[src/rtl/serial_subtractor_8.sv]
// serial_subtractor_8: bit-serial 8-bit subtractor, d = x - y - bin.
// One full-subtractor cell processes one bit per clock, LSB first, and the
// per-bit borrow chain is exposed on b[7:0].
// Optional feature macro: SUB_OVF_EN adds the signed-overflow output ovf.
//
// Handshake: start is sampled only while ready (IDLE or DONE); a sampled
// start captures x, y and bin on that edge. busy is high for the eight RUN
// cycles; done is a one-cycle pulse during which d, b and bout are valid.
// start seen during RUN is dropped, never queued.
module serial_subtractor_8 (
  input  logic       clk,
  input  logic       rst,
  input  logic       start,
  input  logic [7:0] x,
  input  logic [7:0] y,
  input  logic       bin,
  output logic       busy,
  output logic       done,
  output logic [7:0] d,
  output logic [7:0] b,
  output logic       bout,
`ifdef SUB_OVF_EN
  output logic       ovf,
`endif
  output logic [1:0] dbg_state
);

  typedef enum logic [1:0] {
    IDLE = 2'd0,
    RUN  = 2'd1,
    DONE = 2'd2
  } state_t;

  state_t     state;
  state_t     state_nxt;
  logic [2:0] idx;
  logic [7:0] xr;
  logic [7:0] yr;
  logic       br;
  logic       accept;
  logic       p;
  logic       xi;
  logic       yi;
  logic       di;
  logic       bi;

  assign accept    = start && ((state == IDLE) || (state == DONE));
  assign busy      = (state == RUN);
  assign done      = (state == DONE);
  assign bout      = b[7];
  assign dbg_state = state;

  // State register.
  always_ff @(posedge clk) begin
    if (rst) state <= IDLE;
    else     state <= state_nxt;
  end

  // Next-state logic: eight RUN cycles per operation, restart directly from DONE.
  always_comb begin
    state_nxt = state;
    case (state)
      IDLE:    if (start) state_nxt = RUN;
      RUN:     if (idx == 3'd7) state_nxt = DONE;
      DONE:    state_nxt = start ? RUN : IDLE;
      default: state_nxt = IDLE;
    endcase
  end

  // Full-subtractor cell for the current bit; the incoming borrow is the
  // captured borrow-in for bit 0, otherwise the borrow just written below it.
  always_comb begin
    p  = (idx == 3'd0) ? br : b[idx - 3'd1];
    xi = xr[idx];
    yi = yr[idx];
    di = xi ^ yi ^ p;
    bi = (~xi & yi) | (~(xi ^ yi) & p);
  end

  // Operand capture and one result bit per RUN cycle; results hold otherwise.
  always_ff @(posedge clk) begin
    if (rst) begin
      idx <= 3'd0;
      xr  <= 8'd0;
      yr  <= 8'd0;
      br  <= 1'b0;
      d   <= 8'd0;
      b   <= 8'd0;
`ifdef SUB_OVF_EN
      ovf <= 1'b0;
`endif
    end else if (accept) begin
      idx <= 3'd0;
      xr  <= x;
      yr  <= y;
      br  <= bin;
      d   <= 8'd0;
      b   <= 8'd0;
`ifdef SUB_OVF_EN
      ovf <= 1'b0;
`endif
    end else if (state == RUN) begin
      d[idx] <= di;
      b[idx] <= bi;
      idx    <= idx + 3'd1;
`ifdef SUB_OVF_EN
      if (idx == 3'd7) ovf <= (xr[7] ^ yr[7]) & (xr[7] ^ di);
`endif
    end
  end

endmodule

[config.mk]
export PLATFORM = sky130hd
export DESIGN_NAME = serial_subtractor_8
export DESIGN_NICKNAME = d
export VERILOG_FILES = /design/src/rtl/serial_subtractor_8.sv
export SDC_FILE = /design/constraint.sdc
export NUM_CORES = 1
export LEC_CHECK = 0
export ABC_AREA = 1
export CAP_MARGIN = 0
export CORE_MARGIN = 2
export CORE_UTILIZATION = 45
export CTS_CLUSTER_DIAMETER = 150
export DETAILED_ROUTE_END_ITERATION = 8
export GPL_ROUTABILITY_DRIVEN = 0
export PLACE_DENSITY = 0.73
export RECOVER_POWER = 50
export SETUP_SLACK_MARGIN = 0.2
export SLEW_MARGIN = 20
export SYNTH_ARGS = -nofsm -noshare
export SYNTH_HDL_FRONTEND = slang
export SYNTH_SLANG_ARGS = --single-unit
export TNS_END_PERCENT = 10
[constraint.sdc]
create_clock -name clk -period 4.15 [get_ports clk]
set_clock_uncertainty 0.1 [all_clocks]
set_input_delay 1.0375 -clock clk [delete_from_list [all_inputs] [get_ports clk]]
set_output_delay 1.0375 -clock clk [all_outputs]
set_load 0.005 [all_outputs]
==> summary.txt, run 1 <==
Outcome: completed
M1 GR Usage: 21.6%
Cell area after placement: 2140 µm²
Slew Viols, Final: 0
Die Y: 66.0 µm
Clock Path Buffers: 2
Synthesized area per cell: 6.92 µm²
Worst Path Class, Setup: flip-flop to flip-flop
Initial DRC count: 56
Die width: 66.0 µm
Met2 GRT Util: 30.2%
GR peak layer: met2
CTS buffer count: 5
Arrival time at the worst endpoint: 2.87 ns
Share of the yosys chip area belonging to registers: 44.0%
Slew HR: 57.2%
Post_cts resized: 0
Post-Synthesis Net Count: 275
Clk slew on worst S/H paths: 0.07 ns
Global Route met3 Usage: 4.09%
Critical path's top delay family: adder cells
Commonest non-fill, non-tap cells in the layout: 77 x nor2_1, 38 x dfxtp_1, 33 x o21ai_0
Number of flops mapped to enable cells by yosys: 0
Worst-Margin Slew: 0.642 ns
Max Cap Violations: 0
Leak pwr: 0.000963 µW
Fmax: 359 MHz
Post-synth ARST share: 0%
Initial antenna violation count: 0
Top fanout value on the critical path: 16
Required time of the critical path: 4.23 ns
Yosys reg bits: 38
Critical path's slowest cell: dfxtp_1
First-pass GRT wire length: 5910 µm
Crit path buffers/inverters: 3
Top cells by area, synth: dfxtp_1 44%, nor2_1 17%, o21ai_0 9.6%
CP most frequent cell: nand2_1
CP peak stage delay: 0.66 ns
Setup bufs post-CTS: 0
Initial Util: 46.9%
Yosys top cell area share: 44.0%
Peak supply drop: 0.000251 V
CP startpoint kind: flip-flop
Layout area overhead: 27.7%
GRT Total Usage: 18.0%
Final Routed Wirelength: 3480 µm
Vias in the first global route: 1,386
Grt ovf: 0
I/O pin cnt: 41
Crit. End Element: flip-flop
Setup_tns: 0 ns
FILL cells: 380
# clock sinks: 38
Fin crit period: 2.78 ns
RSZ-0062 raised after global routing: false
Hold slack: 0.378 ns
Mapped Area: 1730 µm²
Period utilization: 67.1%
Worst-path cell chain: inv_2, ha_1, inv_1, nand3_1, nand2_1, nand2_1, nand3_1, nand2_1, fa_1, inv_1, o21ai_0, nor2_1
CTS tree: built
Die outline area: 4350 µm²
P per Cell Area: 345 nW/µm²
Vias/cell: 4.64
Max H-tree Level: 2
Layout cells sized above 1: 3.79%
Via Count: 1,568
Core area: 3690 µm²
Final instance area: 2210 µm²
Finish-stage setup viols: 0
Primary FF master, synth: dfxtp_1
Wire per inst: 10.3 µm
Post-Syn Instances: 250
Root Driver: clkbuf_8
DRC viols: 0
Pin count of the biggest net entering global routing: 21
Post-DP HPWL: 2670 µm
N_diodes: 0
# port buffers: 40
Most common cell after layout, fill and taps aside: nor2_1
Net count, final: 315
Rows: 22
Hold Crit Class: flip-flop to flip-flop
Final antenna-violating net count: 0
Fin. Hold Viols: 0
Skew-Pair Late Insertion Delay: 0.29 ns
Post-layout util: 59.9%
Yosys warning total: 0
Drt pass-1 iters: 4
Synth unique cells: 24
Area leader, netlist: dfxtp_1
Cts hold-fix bufs: 0
## final timing paths
kind                            slack [ns]    to  startpoint  cells past startpoint
worst max-delay path                  1.37  d[5]      idx[0]                     12
worst min-delay path                  0.38  d[6]        d[6]                      2
worst max register to register        1.37  d[5]      idx[0]                     12
worst min register to register        0.38  d[6]        d[6]                      2
## report_power, final
group | total [µW] | internal [µW] | switching (µW)
sequential | 397 | 383 | 13.9
combinational | 130 | 53.9 | 76.2
clock | 234 | 116 | 119
## flip-flops by register name, indices dropped and copies added, names as in the netlist
register	count
br	1
xr	8
d	8
idx	3
dbg_state	2
yr	8
b	8
## tightest hold or removal path: stages, from the launching register on
cell     delay [ns]
dfxtp_1        0.32
nor2_1         0.04
nor2_1         0.08
## layout make-up
cell class | count | area (µm²) | area share [%]
multi-input cells | 175 | 797 | 36.1
clock buffers | 7 | 76.3 | 3.46
inverters | 29 | 110 | 4.99
flip-flops and latches | 38 | 761 | 34.4
repair buffers | 41 | 404 | 18.3
well taps | 48 | 60.1 | 2.72
## cell usage after synthesis, types with 2 or more instances
library cell	count
nor2_1	77
dfxtp_1	38
o21ai_0	33
nand2_1	30
inv_1	24
nand3_1	7
o21ai_1	7
a21oi_1	6
buf_4	4
ha_1	4
inv_2	3
clkbuf_1	2
nor2_2	2
nor3_1	2
o22ai_1	2
## stage by stage
step                worst slack (ns)  total power, µW  std cells
finish                          1.37              761        338
floorplan                       1.84              493        250
detailed placement              1.38              540        331
CTS                             1.36              771        338
global placement                1.51              537        331
global route                    1.09              805        338
## cells by family after synthesis
logic type	after synthesis	synth area share, %
buffers and inverters	37	9.48
XOR/XNOR	1	0.507
AO/OA/AOI/OAI	48	14.0
AND/OR/NAND/NOR	121	27.9
adder cells (fa/ha/maj)	5	4.05
flip-flops	38	44.0
## metal layers
metal / vias up / share of wire (%) / wire length, µm
met3: 7 / 4.1 / 143
met4: 0 / 2.3 / 79
met2: 36 / 47 / 1630
met5: - / 0 / 0
met1: 664 / 47 / 1630
li1: 861 / - / -
No activity file was read; power rests on OpenSTA's default activity.
==> run 2, diff against run 1 <==
Clock period 4.15 ns to 2.7 ns, I/O delays scaled along.
==> run 2 against run 1 <==
  * Wire length up 5.1%
  * Core utilization increased by 0.27 points
  * Total power up 57%
  * Combinational power rose by 60%
  * Maximum frequency up 21%
  * Critical path type unchanged
==> summary.txt, run 2 (synthesis results as in run 1) <==
Fin. Hold Viols: 0 (unchanged)
R2r endpoint: d[7]
P_sw: 323 µW (+55%)
Seq pwr share: 50.9% (-1.3 points)
Outcome: completed
Vias/cell: 4.70 (+1.4%)
Fmax: 436 MHz (+21%)
Max Cap Violations: 0 (unchanged)
Critical path's top delay family: adder cells
Die width: 66.0 µm (unchanged)
Drt pass-1 iters: 4 (unchanged)
Final antenna-violating net count: 0 (unchanged)
Hold Path Stages: 2 (unchanged)
Post-DP HPWL: 2690 µm (+0.80%)
Vias in the first global route: 1,429 (+3.1%)
CP peak stage delay: 0.48 ns (-0.18 ns)
Pin count of the biggest net entering global routing: 21 (unchanged)
Net count, final: 315 (unchanged)
Arrival time at the worst endpoint: 2.38 ns (-0.49 ns)
Final total power: 1190 µW (+57%)
Layout cells sized above 1: 4.50% (+0.71 points)
Commonest non-fill, non-tap cells in the layout: 77 x nor2_1, 38 x dfxtp_1, 33 x o21ai_0
Clk slew on worst S/H paths: 0.07 ns (about the same)
Pint: 869 µW (+57%)
Worst setup startpoint: idx[0]
Critical path's slowest cell: fa_1
Die outline area: 4350 µm² (unchanged)
Cts hold-fix bufs: 0 (unchanged)
Max H-tree Level: 2 (unchanged)
Initial antenna violation count: 0 (unchanged)
P per Cell Area: 537 nW/µm² (+56%)
CTS buffer count: 5 (unchanged)
DP Cell Count: 331 (unchanged)
Peak supply drop: 0.000312 V (+24%)
Setup_tns: 0 ns (unchanged)
I/O pin cnt: 41 (unchanged)
N_diodes: 0 (unchanged)
Required time of the critical path: 2.78 ns (-1.45 ns)
# clock sinks: 38 (unchanged)
First-pass GRT wire length: 6150 µm (+4.2%)
Rows: 22 (unchanged)
Slew Viols, Final: 0 (unchanged)
CTS tree: built
Cell area after placement: 2140 µm² (unchanged)
Final Routed Wirelength: 3660 µm (+5.1%)
Most common cell after layout, fill and taps aside: nor2_1
RSZ-0062 raised after global routing: false
Clock Path Buffers: 2 (unchanged)
Top fanout value on the critical path: 15 (-1)
Crit. End Element: flip-flop
Via Count: 1,585 (+1.1%)
Worst-path cell chain: inv_2, ha_1, inv_1, nand3_1, nand2_1, nand2_1, nand3_1, nand2_1, fa_1, inv_1, o21ai_0, nor2_1
Min-delay src: d[0]
Initial DRC count: 67 (+20%)
Finish-stage setup viols: 0 (unchanged)
CP most frequent cell: nand2_1
Reg2reg start: idx[0]
Clock power frac: 31.7% (+0.9 points)
Layout area overhead: 28.3%
Setup bufs post-CTS: 0 (unchanged)
Slew HR: 66.5% (+9.3 points)
# port buffers: 40 (unchanged)
Wire per inst: 10.9 µm (+5.4%)
CP startpoint kind: flip-flop
Logic pwr share: 17.4% (+0.3 points)
FILL cells: 380 (unchanged)
Post_cts resized: 0 (unchanged)
FF-to-FF setup slack: 0.41 ns (-0.96 ns)
Period utilization: 85.0% (+18 points)
Hold Crit Class: flip-flop to flip-flop
DRC viols: 0 (unchanged)
Die Y: 66.0 µm (unchanged)
FF-to-FF path depth: 12 (unchanged)
Root Driver: clkbuf_8
Sw frac: 27.1% (-0.35 points)
Hold EP: d[0]
GRT Total Usage: 18.7% (+0.73 points)
Worst-Margin Slew: 0.501 ns (-0.141 ns)
Fin crit period: 2.29 ns (-0.488 ns)
Leak pwr: 0.00101 µW (+4.4%)
Final instance area: 2220 µm² (+0.45%)
Crit path buffers/inverters: 3 (unchanged)
Skew-Pair Late Insertion Delay: 0.28 ns (about the same)
Grt ovf: 0 (unchanged)
Worst Path Class, Setup: flip-flop to flip-flop
Final non-filler cell total: 337 (-0.30%)
Core area: 3690 µm² (unchanged)
Initial Util: 46.9% (unchanged)
## run 2: changes by cell type in the layout (fill, tap and decap cells not counted)
cell	before	now
clkdlybuf4s50_1	29	20
clkbuf_1	3	0
clkbuf_8	5	6
dlygate4sd3_1	11	20
buf_4	0	1
## run 2: stage by stage
stage          hold WS [ns]  utilization (%)  worst slack [ns]
2_1_floorplan         0.349                -             0.386
3_3_place_gp          0.362             58.1             0.398
3_5_place_dp          0.371             58.1             0.405
4_1_cts               0.387             60.3             0.427
5_1_grt               0.406             60.1             0.248
6_report              0.379             60.1             0.405
## run 2: per-layer routing
| metal | up-vias | GRT usage [%] | share of wire [%] | wire length [µm] |
|---|---|---|---|---|
| met5 | - | 0 | 0 | 0 |
| met4 | 0 | 6.89 | 1.1 | 42 |
| met3 | 6 | 5.62 | 5.3 | 193 |
| met2 | 49 | 31.4 | 47 | 1740 |
| met1 | 672 | 22.5 | 46 | 1690 |
| li1 | 858 | - | - | - |
## run 2: worst register-to-register path: stages, from the launching register on
cell and delay [ns]:
dfxtp_1 0.32, inv_2 0.20, ha_1 0.32, inv_1 0.10, nand3_1 0.08, nand2_1 0.07, nand2_1 0.05, nand3_1 0.07
nand2_1 0.06, fa_1 0.48, inv_1 0.12, o21ai_0 0.18, nor2_1 0.05
## run 2: cell type report
type	count	area, µm²	area share, %
flip-flops and latches	38	761	34.3
repair buffers	41	408	18.4
inverters	29	110	4.96
well taps	48	60.1	2.71
clock buffers	6	82.6	3.72
multi-input cells	175	797	35.9
## run 2: worst max path at each step
| stage | endpoint | slack [ns] | cells past startpoint |
|---|---|---|---|
| 2_1_floorplan | d[5] | 0.39 | 13 |
| 3_3_place_gp | idx[1] | 0.40 | 6 |
| 3_5_place_dp | idx[2] | 0.40 | 6 |
| 4_1_cts | d[5] | 0.43 | 12 |
| 5_1_grt | d[4] | 0.25 | 12 |
| 6_report | d[7] | 0.41 | 12 |
## run 2: power groups by stage
stage	sequential, µW	combinational, µW	clock (µW)
floorplan	616	142	0
global placement	619	208	0
detailed placement	620	211	0
CTS	607	212	389
global route	611	236	417
finish	607	208	377
==> run 3, diff against run 2 <==
Clock period 2.7 ns to 2.2 ns, I/O delays scaled along.
==> run 3 against run 2 <==
  * Sequential power grew 23%
  * Sequential share of layout area shrank 1.4 points
  * First-iteration DRC count grew 67%
  * Via count grew 6.5%
  * Sequential cell count is the same
  * Combinational power grew 48%
  * Wire length grew 3.9%
  * Non-clock buffer count grew 6
  * Die area is the same
  * Final area grew 5.9%
  * Clock power grew 17%
  * Worst hold slack lost 0.010 ns
  * Largest cell class unchanged
  * Largest power group unchanged
  * Highest routed layer unchanged
==> summary.txt, run 3 (synthesis results as in run 1) <==
Met2 GRT Util: 32.2% (+0.76 points)
Finish-stage setup viols: 0 (unchanged)
Critical path's slowest cell: fa_1
Global Route met3 Usage: 4.77% (-0.85 points)
DRC viols: 0 (unchanged)
FILL cells: 354 (-6.8%)
GRT Total Usage: 19.1% (+0.37 points)
Via Count: 1,688 (+6.5%)
Drt pass-1 iters: 4 (unchanged)
Initial antenna violation count: 0 (unchanged)
Vias/cell: 4.91 (+4.3%)
Min-delay src: d[0]
Pin count of the biggest net entering global routing: 19 (-9.5%)
Required time of the critical path: 2.28 ns (-0.50 ns)
Most common cell after layout, fill and taps aside: nor2_1
Clk slew on worst S/H paths: 0.07 ns (about the same)
Initial Util: 46.9% (unchanged)
Vias in the first global route: 1,567 (+9.7%)
Arrival time at the worst endpoint: 2.15 ns (-0.23 ns)
Worst-Margin Slew: 0.493 ns (-0.00728 ns)
Hold Crit Class: flip-flop to flip-flop
Slew HR: 66.9% (+0.39 points)
Period utilization: 94.1% (+9.1 points)
Final total power: 1490 µW (+25%)
CP most frequent cell: inv_4
Final antenna-violating net count: 0 (unchanged)
Initial DRC count: 112 (+67%)
Slew Viols, Final: 0 (unchanged)
Root Driver: clkbuf_8
Commonest non-fill, non-tap cells in the layout: 76 x nor2_1, 34 x dfxtp_1, 33 x clkdlybuf4s50_1
I/O pin cnt: 41 (unchanged)
M1 GR Usage: 22.2% (-0.29 points)
CTS tree: built
First-pass GRT wire length: 6440 µm (+4.6%)
Hold Path Stages: 2 (unchanged)
CP startpoint kind: flip-flop
Hold EP: d[0]
CP peak stage delay: 0.55 ns (+0.07 ns)
Outcome: completed
Fmax: 483 MHz (+11%)
Fin. Hold Viols: 0 (unchanged)
# port buffers: 40 (unchanged)
Post-layout util: 63.7% (+3.6 points)
FF-to-FF path depth: 12 (unchanged)
Reg2reg start: idx[1]
Worst Path Class, Setup: flip-flop to flip-flop
Max H-tree Level: 2 (unchanged)
R2r endpoint: d[0]
Die width: 66.0 µm (unchanged)
Rows: 22 (unchanged)
Final instance area: 2350 µm² (+5.9%)
Max Cap Violations: 0 (unchanged)
Post-DP HPWL: 2760 µm (+2.6%)
Critical path's top delay family: adder cells
Core area: 3690 µm² (unchanged)
Layout cells sized above 1: 13.5% (+9.0 points)
Peak supply drop: 0.000439 V (+41%)
CTS buffer count: 5 (unchanged)
Layout area overhead: 35.9%
Wire per inst: 11.1 µm (+1.8%)
Fin crit period: 2.07 ns (-0.225 ns)
Crit. End Element: flip-flop
Top fanout value on the critical path: 8 (-7)
GR peak layer: met2
P per Cell Area: 636 nW/µm² (+18%)
RSZ-0062 raised after global routing: true
N_diodes: 0 (unchanged)
Grt ovf: 0 (unchanged)
Final Routed Wirelength: 3800 µm (+3.9%)
Clock Path Buffers: 2 (unchanged)
Die Y: 66.0 µm (unchanged)
Net count, final: 321 (+1.9%)
Die outline area: 4350 µm² (unchanged)
FF-to-FF setup slack: 0.13 ns (-0.28 ns)
Worst-path cell chain: inv_4, ha_4, inv_4, nand3_2, nand2_1, nand2_1, nand3_2, nand2_2, fa_1, inv_4, o21ai_2, nor2_1
# clock sinks: 38 (unchanged)
Setup_tns: 0 ns (unchanged)
Leak pwr: 0.00101 µW (+0.27%)
Cell area after placement: 2200 µm² (+2.5%)
Skew-Pair Late Insertion Delay: 0.29 ns (about the same)
Crit path buffers/inverters: 3 (unchanged)
==> run 3: cell types whose count changed in the layout (fill, tap and decap cells not counted), sizes merged <==
cell	before	now
clkdlybuf4s50	20	33
buf	1	6
dlygate4sd3	20	7
clkbuf	6	8
clkinv	2	1
clkinvlp	0	1
==> run 3: layer usage <==
metal	wire length (µm)	share of wire [%]
met5	0	0
met4	76	2.0
met3	178	4.7
met2	1830	48
met1	1720	45
==> run 3: power by group <==
part           total, µW  internal (µW)  switching, µW  leakage [µW]
Sequential           746            722           23.5      0.000313
Clock                442            218            224     0.0000383
Combinational        307            130            176      0.000657
Total               1490           1070            424       0.00101
==> run 3: area by class of cell <==
| cell class | instances | area, µm² | area share, % |
|---|---|---|---|
| Clock buffer | 7 | 76.3 | 3.25 |
| Inverter | 29 | 120 | 5.11 |
| Multi-Input combinational cell | 175 | 866 | 36.8 |
| Sequential cell | 38 | 773 | 32.9 |
| Tap cell | 48 | 60.1 | 2.56 |
| Timing Repair Buffer | 47 | 454 | 19.3 |
==> run 3: worst max-delay path by stage <==
stage | endpoint | slack (ns) | cells past startpoint | startpoint
after floorplan | d[1] | 0.16 | 13 | idx[0]
after global placement | d[4] | 0.12 | 12 | idx[1]
after detailed placement | d[2] | 0.1 | 12 | idx[1]
after CTS | d[4] | 0.18 | 12 | idx[1]
after global routing | d[0] | 0.06 | 11 | idx[1]
final | d[0] | 0.13 | 12 | idx[1]
==> run 3: through the flow <==
step                instances  worst slack, ns  hold slack, ns
floorplan                 250            0.163           0.349
global placement          336            0.123           0.361
detailed placement        336           0.0997           0.369
CTS                       344            0.176           0.384
global route              344           0.0590           0.402
finish                    344            0.130           0.369
==> run 3: worst min-delay path: cells and delay by family (launching register included) <==
family | cells | cell delay, ns
flip-flops | 1 | 0.32
AND/OR/NAND/NOR | 2 | 0.11
==> run 3: timing repair <==
item,CTS,global route
hold buffers,0,0
resized for setup,10,17
setup buffers,1,0
setup endpoints to repair,17,17
pin swaps,0,13
